## src/rtl/proc_mem_arb_pkg.sv

```systemverilog
// proc_mem_arb_pkg: shared types for the processor memory arbiter
package proc_mem_arb_pkg;
  typedef enum logic [1:0] {IDLE, REQ, WAIT, RESP} state_t;
  typedef enum logic {IMEM, DMEM} grant_t;
  localparam logic MEMREQ_READ = 1'b0;
  localparam logic MEMREQ_WRITE = 1'b1;
endpackage

```

## src/rtl/proc_mem_arb_pick.sv

```systemverilog
// proc_mem_arb_pick: winner select, fixed dmem priority or round-robin under PROC_MEM_ARB_RR_EN
module proc_mem_arb_pick
  import proc_mem_arb_pkg::*;
(
  input  logic   imem_val,
  input  logic   dmem_val,
`ifdef PROC_MEM_ARB_RR_EN
  input  grant_t last_grant,
`endif
  output grant_t win
);
`ifdef PROC_MEM_ARB_RR_EN
  always_comb win = (imem_val && dmem_val) ? (last_grant == IMEM ? DMEM : IMEM) : (imem_val ? IMEM : DMEM);
`else
  always_comb win = (imem_val && !dmem_val) ? IMEM : DMEM;
`endif
endmodule

```

## src/rtl/proc_mem_arb.sv

```systemverilog
// proc_mem_arb: shares one memory between fetch and data ports; PROC_MEM_ARB_RR_EN enables round-robin
module proc_mem_arb
  import proc_mem_arb_pkg::*;
#(
  parameter int p_addr_w = 32,
  parameter int p_data_w = 32,
  parameter int p_timeout = 64
) (
  input  logic                clk,
  input  logic                rst,
  input  logic                imemreq_val,
  input  logic [p_addr_w-1:0] imemreq_addr,
  output logic                imemresp_val,
  output logic [p_data_w-1:0] imemresp_data,
  input  logic                dmemreq_val,
  input  logic                dmemreq_type,
  input  logic [p_addr_w-1:0] dmemreq_addr,
  input  logic [p_data_w-1:0] dmemreq_wdata,
  output logic                dmemresp_val,
  output logic [p_data_w-1:0] dmemresp_rdata,
  output logic                memreq_val,
  input  logic                memreq_rdy,
  output logic                memreq_type,
  output logic [p_addr_w-1:0] memreq_addr,
  output logic [p_data_w-1:0] memreq_wdata,
  input  logic                memresp_val,
  input  logic [p_data_w-1:0] memresp_data,
  output logic                imem_stall,
  output logic                dmem_stall,
  output logic                err_timeout
);
  localparam int cnt_w = $clog2(p_timeout);
  state_t state, state_nxt;
  grant_t grant, win;
  logic [cnt_w-1:0] cnt;
  logic [p_data_w-1:0] resp_data;
  logic any_val, timeout;
  assign any_val = imemreq_val || dmemreq_val;
  assign timeout = cnt == cnt_w'(p_timeout - 1);
`ifdef PROC_MEM_ARB_RR_EN
  grant_t last_grant;
  always_ff @(posedge clk)
    if (!rst) last_grant <= IMEM;
    else if (state == IDLE && any_val) last_grant <= win;
  proc_mem_arb_pick u_pick (.imem_val(imemreq_val), .dmem_val(dmemreq_val), .last_grant(last_grant), .win(win));
`else
  proc_mem_arb_pick u_pick (.imem_val(imemreq_val), .dmem_val(dmemreq_val), .win(win));
`endif
  always_comb
    state_nxt = state == IDLE ? (any_val ? REQ : IDLE) :
                state == REQ  ? (memreq_rdy ? WAIT : REQ) :
                state == WAIT ? ((memresp_val || timeout) ? RESP : WAIT) : IDLE;
  always_ff @(posedge clk)
    if (!rst) state <= IDLE;
    else state <= state_nxt;
  always_ff @(posedge clk)
    if (!rst) begin
      grant <= DMEM;
      memreq_type <= MEMREQ_READ;
      memreq_addr <= '0;
      memreq_wdata <= '0;
      resp_data <= '0;
      cnt <= '0;
      err_timeout <= 1'b0;
    end else begin
      if (state == IDLE && any_val) begin
        grant <= win;
        memreq_addr <= win == IMEM ? imemreq_addr : dmemreq_addr;
        memreq_type <= win == IMEM ? MEMREQ_READ : dmemreq_type;
        memreq_wdata <= win == IMEM ? '0 : dmemreq_wdata;
      end
      if (state == REQ) cnt <= '0;
      if (state == WAIT) begin
        cnt <= cnt + cnt_w'(1);
        if (memresp_val) resp_data <= memresp_data;
        else if (timeout) begin
          resp_data <= '0;
          err_timeout <= 1'b1;
        end
      end
    end
  assign memreq_val = state == REQ;
  assign imemresp_val = state == RESP && grant == IMEM;
  assign dmemresp_val = state == RESP && grant == DMEM;
  assign imemresp_data = resp_data;
  assign dmemresp_rdata = resp_data;
  assign imem_stall = imemreq_val && !imemresp_val;
  assign dmem_stall = dmemreq_val && !dmemresp_val;
endmodule

```

## config.mk

```make
export PLATFORM = sky130hd
export DESIGN_NAME = proc_mem_arb
export DESIGN_NICKNAME = d
export VERILOG_FILES = /design/src/rtl/proc_mem_arb_pkg.sv /design/src/rtl/proc_mem_arb_pick.sv /design/src/rtl/proc_mem_arb.sv
export SDC_FILE = /design/constraint.sdc
export NUM_CORES = 1
export LEC_CHECK = 0
export CORE_MARGIN = 5
export CORE_UTILIZATION = 40
export CTS_BUF_LIST = sky130_fd_sc_hd__clkbuf_4
export DETAILED_ROUTE_END_ITERATION = 8
export HOLD_SLACK_MARGIN = 0.08
export PLACE_DENSITY = 0.86
export SLEW_MARGIN = 20
export SYNTH_ARGS = -nofsm -noshare
export SYNTH_HDL_FRONTEND = slang
export SYNTH_SLANG_ARGS = --single-unit
```

## constraint.sdc

```tcl
create_clock -name clk -period 3.1 [get_ports clk]
set_input_delay 0.775 -clock clk [delete_from_list [all_inputs] [get_ports clk]]
set_output_delay 0.775 -clock clk [all_outputs]
set_load 0.02 [all_outputs]
```

==> out/qor.yml, run 1 <==
async_flop_share: 0
grt.busiest_layer: "met2"
max_freq_ghz: 0.351
clkPwrFrac: 0.233
hold_viol_final: 0
report.final.slew_viol_count: 0
htreeDepth: 3
finalClockSkew_ps: 15.2
dp_slack_ps: 246
tns_ps: 0
layout-drive-gt1-share: 0.0414
routed_wl_um: 14000
synth_area_leader_cell: "dfxtp_1"
dp_cells: 801
required_ps: 2320
first_iter_violations: 264
seqCellArea_mm2: 0.00214
post-route-drc-count: 0
max_stage_delay_ps: 630
clock_latency_ps: 460
cts_sinks: 107
combinationalPowerShare: 0.259
setup_viol: 0
post_cts_resized: 0
die-area_mm2: 0.0130
grt_util_met1: 0.240
antenna_left: 0
fin_cells: 817
crit_chain: "clkdlybuf4s50_1 > nor2b_1 > clkdlybuf4s50_1"
r2r_start: "state[0]"
cap_viol_max_count: 0
met3_usage: 0.0520
num_vias: 4214
slowest_stage: "clkdlybuf4s50_1"
grt_pass1_vias: 4380
post_drt_wl_per_cell_um: 17.1
areaGrowthSynthToFinish_pct: 61.0
syn_inst: 456
hold_path_class: "flop to flop"
path_class: "primary input to output port"
grt_max_degree: 68
gp_congestion: 0.829
ios: 270
die_y_um: 114
setup_slack_ps: 249
cpMostUsedCell: "clkdlybuf4s50_1"
cts_root_buffer: "clkbuf_4"
status: "finished clean"
p_seq_frac: 0.508
ys_warn_count: 0
holdCritStartpoint: "err_timeout"
vias_per_cell: 5.16
cp-end-kind: "output port"
initial_utilization: 0.404
synthesis.area_per_instance_um2: 9.47
worstMarginPinSlew_ps: 424
synth.ff_latch_count: 107
cts_tree: "built"
path_buf_inv: 2
synth_ff_type: "dfxtp_1"
n_antenna_cell: 0
yosysSeqAreaShare: 0.496
use_met2: 0.366
rsz0062_at_grt: "no"
die_w_um: 114
p_per_area_mw_per_mm2: 429
swShare: 0.293
crit_start: "dmemreq_val"
finalCritPeriodShare: 0.920
crit_fanout: 2
total_leakage_power_nw: 2.49
synth_area_mm2: 0.00432
dp_hpwl_um: 10400
yosys-top-cells-area: "dfxtp_1, a21oi_1, a22o_1"
antenna_found_initial: 0
yosys.cell_count.top_type: "dfxtp_1"
p_sw_w: 0.000873
period_minus_slack_ps: 2850
synth_commonest_cells: "dfxtp_1, a21oi_1, buf_4, nor2b_1, nand2_1"
core_area_mm2: 0.0107
numCtsBuffers: 9
cts_hold_buf: 0
internal_power_w: 0.00211
clockBufferDepth: 2
start_kind: "primary input"
synth_cell_type_count: 31
fill_cells: 885
max-vdd-ir-drop_v: 0.000239
fin_nets: 812
io_buffers: 269
synth_top_area_frac: 0.496
slew_headroom: 0.715
syn_nets: 596
grt_usage: 0.208
synth_edf_count: 0
path_clk_slew_ps: 140
crit_arrival_ps: 2080
fp-row-count: 38
grt_pass1_wl_um: 21800
overflow: 0
cts_setup_buffers: 0
cpLargestDelayFamily: "buffers and inverters"
multi_input_area_mm2: 0.00172
dr.pass1.iters: 4
## flip-flops by register name, summed over array words and instances (netlist names)
register / flops
dmemresp_rdata: 32
memreq_addr: 32
memreq_wdata: 32
cnt: 6
state: 2
err_timeout: 1
grant: 1
memreq_type: 1
## worst register-to-register path, cell delays in order, from the launching register on
cell and delay (ps):
dfxtp_1 370, inv_1 90, ha_1 140, buf_4 350, o21a_1 190, buf_4 300
o21ai_0 140, a21oi_1 170
## power by group through the flow
| stage | Combinational (W) | Clock, W | Sequential (W) |
|---|---|---|---|
| finish | 0.000773 | 0.000695 | 0.00151 |
| global route | 0.000826 | 0.000778 | 0.00152 |
| CTS | 0.000777 | 0.000721 | 0.00151 |
| detailed placement | 0.000774 | 0 | 0.00154 |
| global placement | 0.000755 | 0 | 0.00154 |
| floorplan | 0.000268 | 0 | 0.00164 |
## placed cells by master (no fill, tap or decap), types with 2 or more instances in the layout
cell type	Yosys	layout
a21oi_1	67	67
a22o_1	33	33
a32oi_1	33	33
buf_4	37	8
clkbuf_4	0	9
clkdlybuf4s50_1	0	268
clkinv_1	0	2
clkinv_4	0	3
dfxtp_1	107	107
ha_1	5	5
inv_1	3	3
mux2i_1	2	2
nand2_1	35	35
nand2b_1	2	2
nand3_1	2	2
nand4_1	2	2
nor2_1	6	6
nor2b_1	37	36
o21a_1	2	2
o21ai_0	34	34
xor2_1	3	3
## stage by stage
step / total power, W / instance area (um2) / utilization / hold slack (ps)
global route: 0.00313 / 6950 / 0.650 / 538
finish: 0.00298 / 6950 / 0.650 / 508
CTS: 0.00301 / 6950 / 0.650 / 513
detailed placement: 0.00232 / 6820 / 0.637 / 474
floorplan: 0.00191 / 4320 / - / 458
global placement: 0.00229 / 6820 / 0.637 / 454
## final timing paths
check / endpoint / slack [ps] / depth (start not counted)
setup / recovery: dmem_stall / 250 / 3
hold / removal: err_timeout / 510 / 1
setup reg to reg: memreq_addr[27] / 1310 / 7
hold reg to reg: err_timeout / 510 / 1
## per-layer routing
| layer | share of wire | up-vias |
|---|---|---|
| met5 | 0 | - |
| met2 | 0.51 | 177 |
| met4 | 0.024 | 0 |
| met3 | 0.077 | 23 |
| li1 | - | 2024 |
| met1 | 0.39 | 1990 |
## cell type report
class,instances,area share
inverter,3,0.00162
multi-input combinational,273,0.247
tap,140,0.0252
clock buffer,9,0.00972
sequential,107,0.308
clock inverter,7,0.00990
timing repair buffer,278,0.398
## kinds of logic after synthesis
logic type	Yosys count	synth area share
fa+ha+maj	5	0.0145
mux	2	0.00464
xor+xnor	4	0.00812
flops	107	0.496
compound gates	173	0.263
buf+inv	76	0.108
simple gates	89	0.105
Note: power is estimated with default switching activity, not from simulation.
==> inputs of run 2 (changes only) <==
--- a/config.mk
+++ b/config.mk
@@ -5,13 +5,12 @@
 export SDC_FILE = /design/constraint.sdc
 export NUM_CORES = 1
 export LEC_CHECK = 0
-export CORE_MARGIN = 5
 export CORE_UTILIZATION = 40
 export CTS_BUF_LIST = sky130_fd_sc_hd__clkbuf_4
 export DETAILED_ROUTE_END_ITERATION = 8
 export HOLD_SLACK_MARGIN = 0.08
 export PLACE_DENSITY = 0.86
-export SLEW_MARGIN = 20
+export SLEW_MARGIN = 0
 export SYNTH_ARGS = -nofsm -noshare
 export SYNTH_HDL_FRONTEND = slang
 export SYNTH_SLANG_ARGS = --single-unit
==> out/qor.yml, run 2 (synthesis results as in run 1) <==
status: "finished clean"
setup_slack_ps: 316
die_y_um: 106
dp_cells: 797
initial_utilization: 0.414
dr.pass1.iters: 5
final_common_cell: "clkdlybuf4s50_1"
num_vias: 4217
dp_slack_ps: 181
cts_sinks: 107
report.final.slew_viol_count: 0
min_path_cells: 2
max_freq_ghz: 0.359
post-route-drc-count: 0
cts_setup_buffers: 0
areaGrowthSynthToFinish_pct: 61.0
io_buffers: 269
layout-drive-gt1-share: 0.0443
hold_viol_final: 0
clockBufferDepth: 2
cts_hold_buf: 0
post_cts_resized: 0
grt_pass1_wl_um: 21100
period_minus_slack_ps: 2780
total_leakage_power_nw: 2.49
vias_per_cell: 5.19
reg2reg_depth: 6
fin_cells: 813
cp-end-kind: "output port"
r2r_start: "state[0]"
final_core_util: 0.667
path_clk_slew_ps: 180
numCtsBuffers: 9
crit_arrival_ps: 2010
worstMarginPinSlew_ps: 751
die-area_mm2: 0.0112
cts_root_buffer: "clkbuf_4"
antenna_found_initial: 0
routed_wl_um: 13500
cap_viol_max_count: 0
rsz0062_at_grt: "no"
tns_ps: 0
htreeDepth: 3
grt_pass1_vias: 4217
post_drt_wl_per_cell_um: 16.7
first_iter_violations: 215
endpoint: "imem_stall"
reg2reg_to: "memreq_addr[21]"
start_kind: "primary input"
fp-row-count: 37
p_per_area_mw_per_mm2: 431
final_cell_mix: "clkdlybuf4s50_1, dfxtp_1, a21oi_1, nor2b_1, nand2_1"
antenna_left: 0
setup_viol: 0
dp_hpwl_um: 9950
slew_headroom: 0.498
whs_ps: 506
required_ps: 2320
holdCritStartpoint: "cnt[5]"
ios: 270
core_area_mm2: 0.0104
n_antenna_cell: 0
crit_start: "imemreq_val"
hold_path_class: "flop to flop"
cts_tree: "built"
finalCritPeriodShare: 0.898
die_w_um: 106
r2r_slack_ps: 1130
fin_nets: 812
gp_congestion: 0.789
max-vdd-ir-drop_v: 0.000281
clock_latency_ps: 450
overflow: 0
fill_cells: 803
crit_fanout: 2
grt_max_degree: 41
grt_usage: 0.235
finalClockSkew_ps: 28.1
path_class: "primary input to output port"
## run 2: cell count changes in the layout (fill, tap and decap cells not counted), moves of 2 or more
cell / delta
clkinv_8: +2
inv_8: +2
clkinv_1: -2
clkinv_4: -2
## run 2: worst min path at each step
stage	end
global placement	err_timeout
CTS	cnt[5]
finish	cnt[5]
global route	cnt[5]
floorplan	cnt[5]
detailed placement	err_timeout
## run 2: area by class of cell
class | instances | area (um2) | area share
clock buffer | 9 | 67.6 | 0.00972
clock inverter | 7 | 80.1 | 0.0115
inverter | 3 | 11.3 | 0.00162
multi-input combinational | 273 | 1720 | 0.248
sequential | 107 | 2140 | 0.308
tap | 136 | 170 | 0.0245
timing repair buffer | 278 | 2760 | 0.396
## run 2: per-layer routing
layer	track usage	wire, um	vias to the layer above
met5	0	0	-
met4	0.0813	295	0
met3	0.0495	801	26
met2	0.427	7070	191
met1	0.271	5390	1973
li1	-	-	2027
## run 2: stage by stage
stage	instance area, um2	total power, W
global route	6950	0.00314
finish	6950	0.00299
detailed placement	6800	0.00231
global placement	6800	0.00229
floorplan	4320	0.00191
CTS	6950	0.00302
## run 2: power by group
group | leakage [nW] | internal, W | switching, W
clock network | 0.0761 | 0.000194 | 0.000514
logic | 1.54 | 0.000398 | 0.000375
registers | 0.876 | 0.00147 | 0.0000482
total | 2.49 | 0.00206 | 0.000937
## run 2: critical path, stage by stage
cell             delay, ps
clkdlybuf4s50_1        480
nor2b_1                140
clkdlybuf4s50_1        620
==> inputs of run 3 (changes only) <==
--- a/config.mk
+++ b/config.mk
@@ -8,7 +8,8 @@
 export CORE_UTILIZATION = 40
 export CTS_BUF_LIST = sky130_fd_sc_hd__clkbuf_4
 export DETAILED_ROUTE_END_ITERATION = 8
-export HOLD_SLACK_MARGIN = 0.08
+export HOLD_SLACK_MARGIN = 0.12
+export MAX_ROUTING_LAYER = met4
 export PLACE_DENSITY = 0.86
 export SLEW_MARGIN = 0
 export SYNTH_ARGS = -nofsm -noshare
==> out/qor.yml, run 3 (synthesis results as in run 1) <==
hold_viol_final: 0
grt_pass1_vias: 4232
finalCritPeriodShare: 0.898
reg2reg_to: "memreq_addr[21]"
post_cts_resized: 0
cts_tree: "built"
cap_viol_max_count: 0
dp_hpwl_um: 9950
io_buffers: 269
path_class: "primary input to output port"
max_freq_ghz: 0.359
htreeDepth: 3
slowest_stage: "clkdlybuf4s50_1"
path_clk_slew_ps: 180
post-route-drc-count: 0
num_vias: 4234
holdCritStartpoint: "cnt[5]"
setup_viol: 0
max-vdd-ir-drop_v: 0.000280
cts_sinks: 107
slew_headroom: 0.498
fp-row-count: 37
grt_usage: 0.241
antenna_found_initial: 0
r2r_slack_ps: 1130
first_iter_violations: 217
die-area_mm2: 0.0112
max_stage_delay_ps: 620
initial_utilization: 0.414
cts_setup_buffers: 0
start_kind: "primary input"
final_common_cell: "clkdlybuf4s50_1"
final_cell_mix: "clkdlybuf4s50_1, dfxtp_1, a21oi_1, nor2b_1, nand2_1"
clock_latency_ps: 450
antenna_left: 0
crit_chain: "clkdlybuf4s50_1 > nor2b_1 > clkdlybuf4s50_1"
reg2reg_depth: 6
required_ps: 2320
hold_path_class: "flop to flop"
post_drt_wl_per_cell_um: 16.6
fill_cells: 803
rsz0062_at_grt: "no"
die_w_um: 106
fin_nets: 812
numCtsBuffers: 9
cpMostUsedCell: "clkdlybuf4s50_1"
min_to: "cnt[5]"
cp-end-kind: "output port"
die_y_um: 106
report.final.slew_viol_count: 0
grt_pass1_wl_um: 21000
areaGrowthSynthToFinish_pct: 61.0
routed_wl_um: 13500
finalClockSkew_ps: 27.1
ios: 270
grt_max_degree: 41
p_per_area_mw_per_mm2: 430
crit_arrival_ps: 2010
total_leakage_power_nw: 2.49
overflow: 0
n_antenna_cell: 0
dr.pass1.iters: 4
crit_fanout: 2
crit_start: "imemreq_val"
period_minus_slack_ps: 2780
worstMarginPinSlew_ps: 751
cts_hold_buf: 0
cts_root_buffer: "clkbuf_4"
core_area_mm2: 0.0104
vias_per_cell: 5.21
whs_ps: 506
clockBufferDepth: 2
status: "finished clean"
min_path_cells: 2
gp_congestion: 0.800
r2r_start: "state[0]"
tns_ps: 0
layout-drive-gt1-share: 0.0443
-- run 3: cell counts in the layout (fill, tap and decap cells not counted) --
Identical to the previous run, type by type.
-- run 3: worst max path at each step --
stage,endpoint
after floorplan,dmem_stall
after global placement,memreq_addr[17]
after detailed placement,memreq_addr[16]
after CTS,imem_stall
after global routing,imemresp_val
final,imem_stall
-- run 3: through the flow --
step | instances | power (W) | util | area [um2] | setup WS [ps]
final | 813 | 0.00299 | 0.667 | 6950 | 316
after global routing | 813 | 0.00314 | 0.667 | 6950 | 262
after CTS | 813 | 0.00302 | 0.667 | 6950 | 322
after detailed placement | 797 | 0.00231 | 0.653 | 6800 | 181
after global placement | 797 | 0.00229 | 0.653 | 6800 | 288
after floorplan | 456 | 0.00191 | - | 4320 | 786
-- run 3: worst max-delay path, delay by kind of cell --
| kind | cells | cell delay, ps |
|---|---|---|
| simple gates | 1 | 140 |
| buf+inv | 2 | 1100 |
-- run 3: layout make-up --
cell class                      count  area [um2]  area share
Multi-Input combinational cell    273        1720       0.248
Timing Repair Buffer              278        2760       0.396
Clock buffer                        9        67.6     0.00972
Clock inverter                      7        80.1      0.0115
Sequential cell                   107        2140       0.308
Tap cell                          136         170      0.0245
Inverter                            3        11.3     0.00162
-- run 3: per-layer routing --
| metal | global-route usage | vias up | share of wire |
|---|---|---|---|
| met4 | 0.0813 | 0 | 0.018 |
| li1 | - | 2028 | - |
| met5 | - | - | 0 |
| met1 | 0.272 | 2011 | 0.40 |
| met3 | 0.0439 | 21 | 0.053 |
| met2 | 0.429 | 174 | 0.53 |
-- run 3: power breakdown --
part	total (W)	internal, W	leakage [nW]	switching [W]
clock	0.000706	0.000194	0.0761	0.000512
combinational	0.000772	0.000398	1.54	0.000374
sequential	0.00151	0.00147	0.876	0.0000484
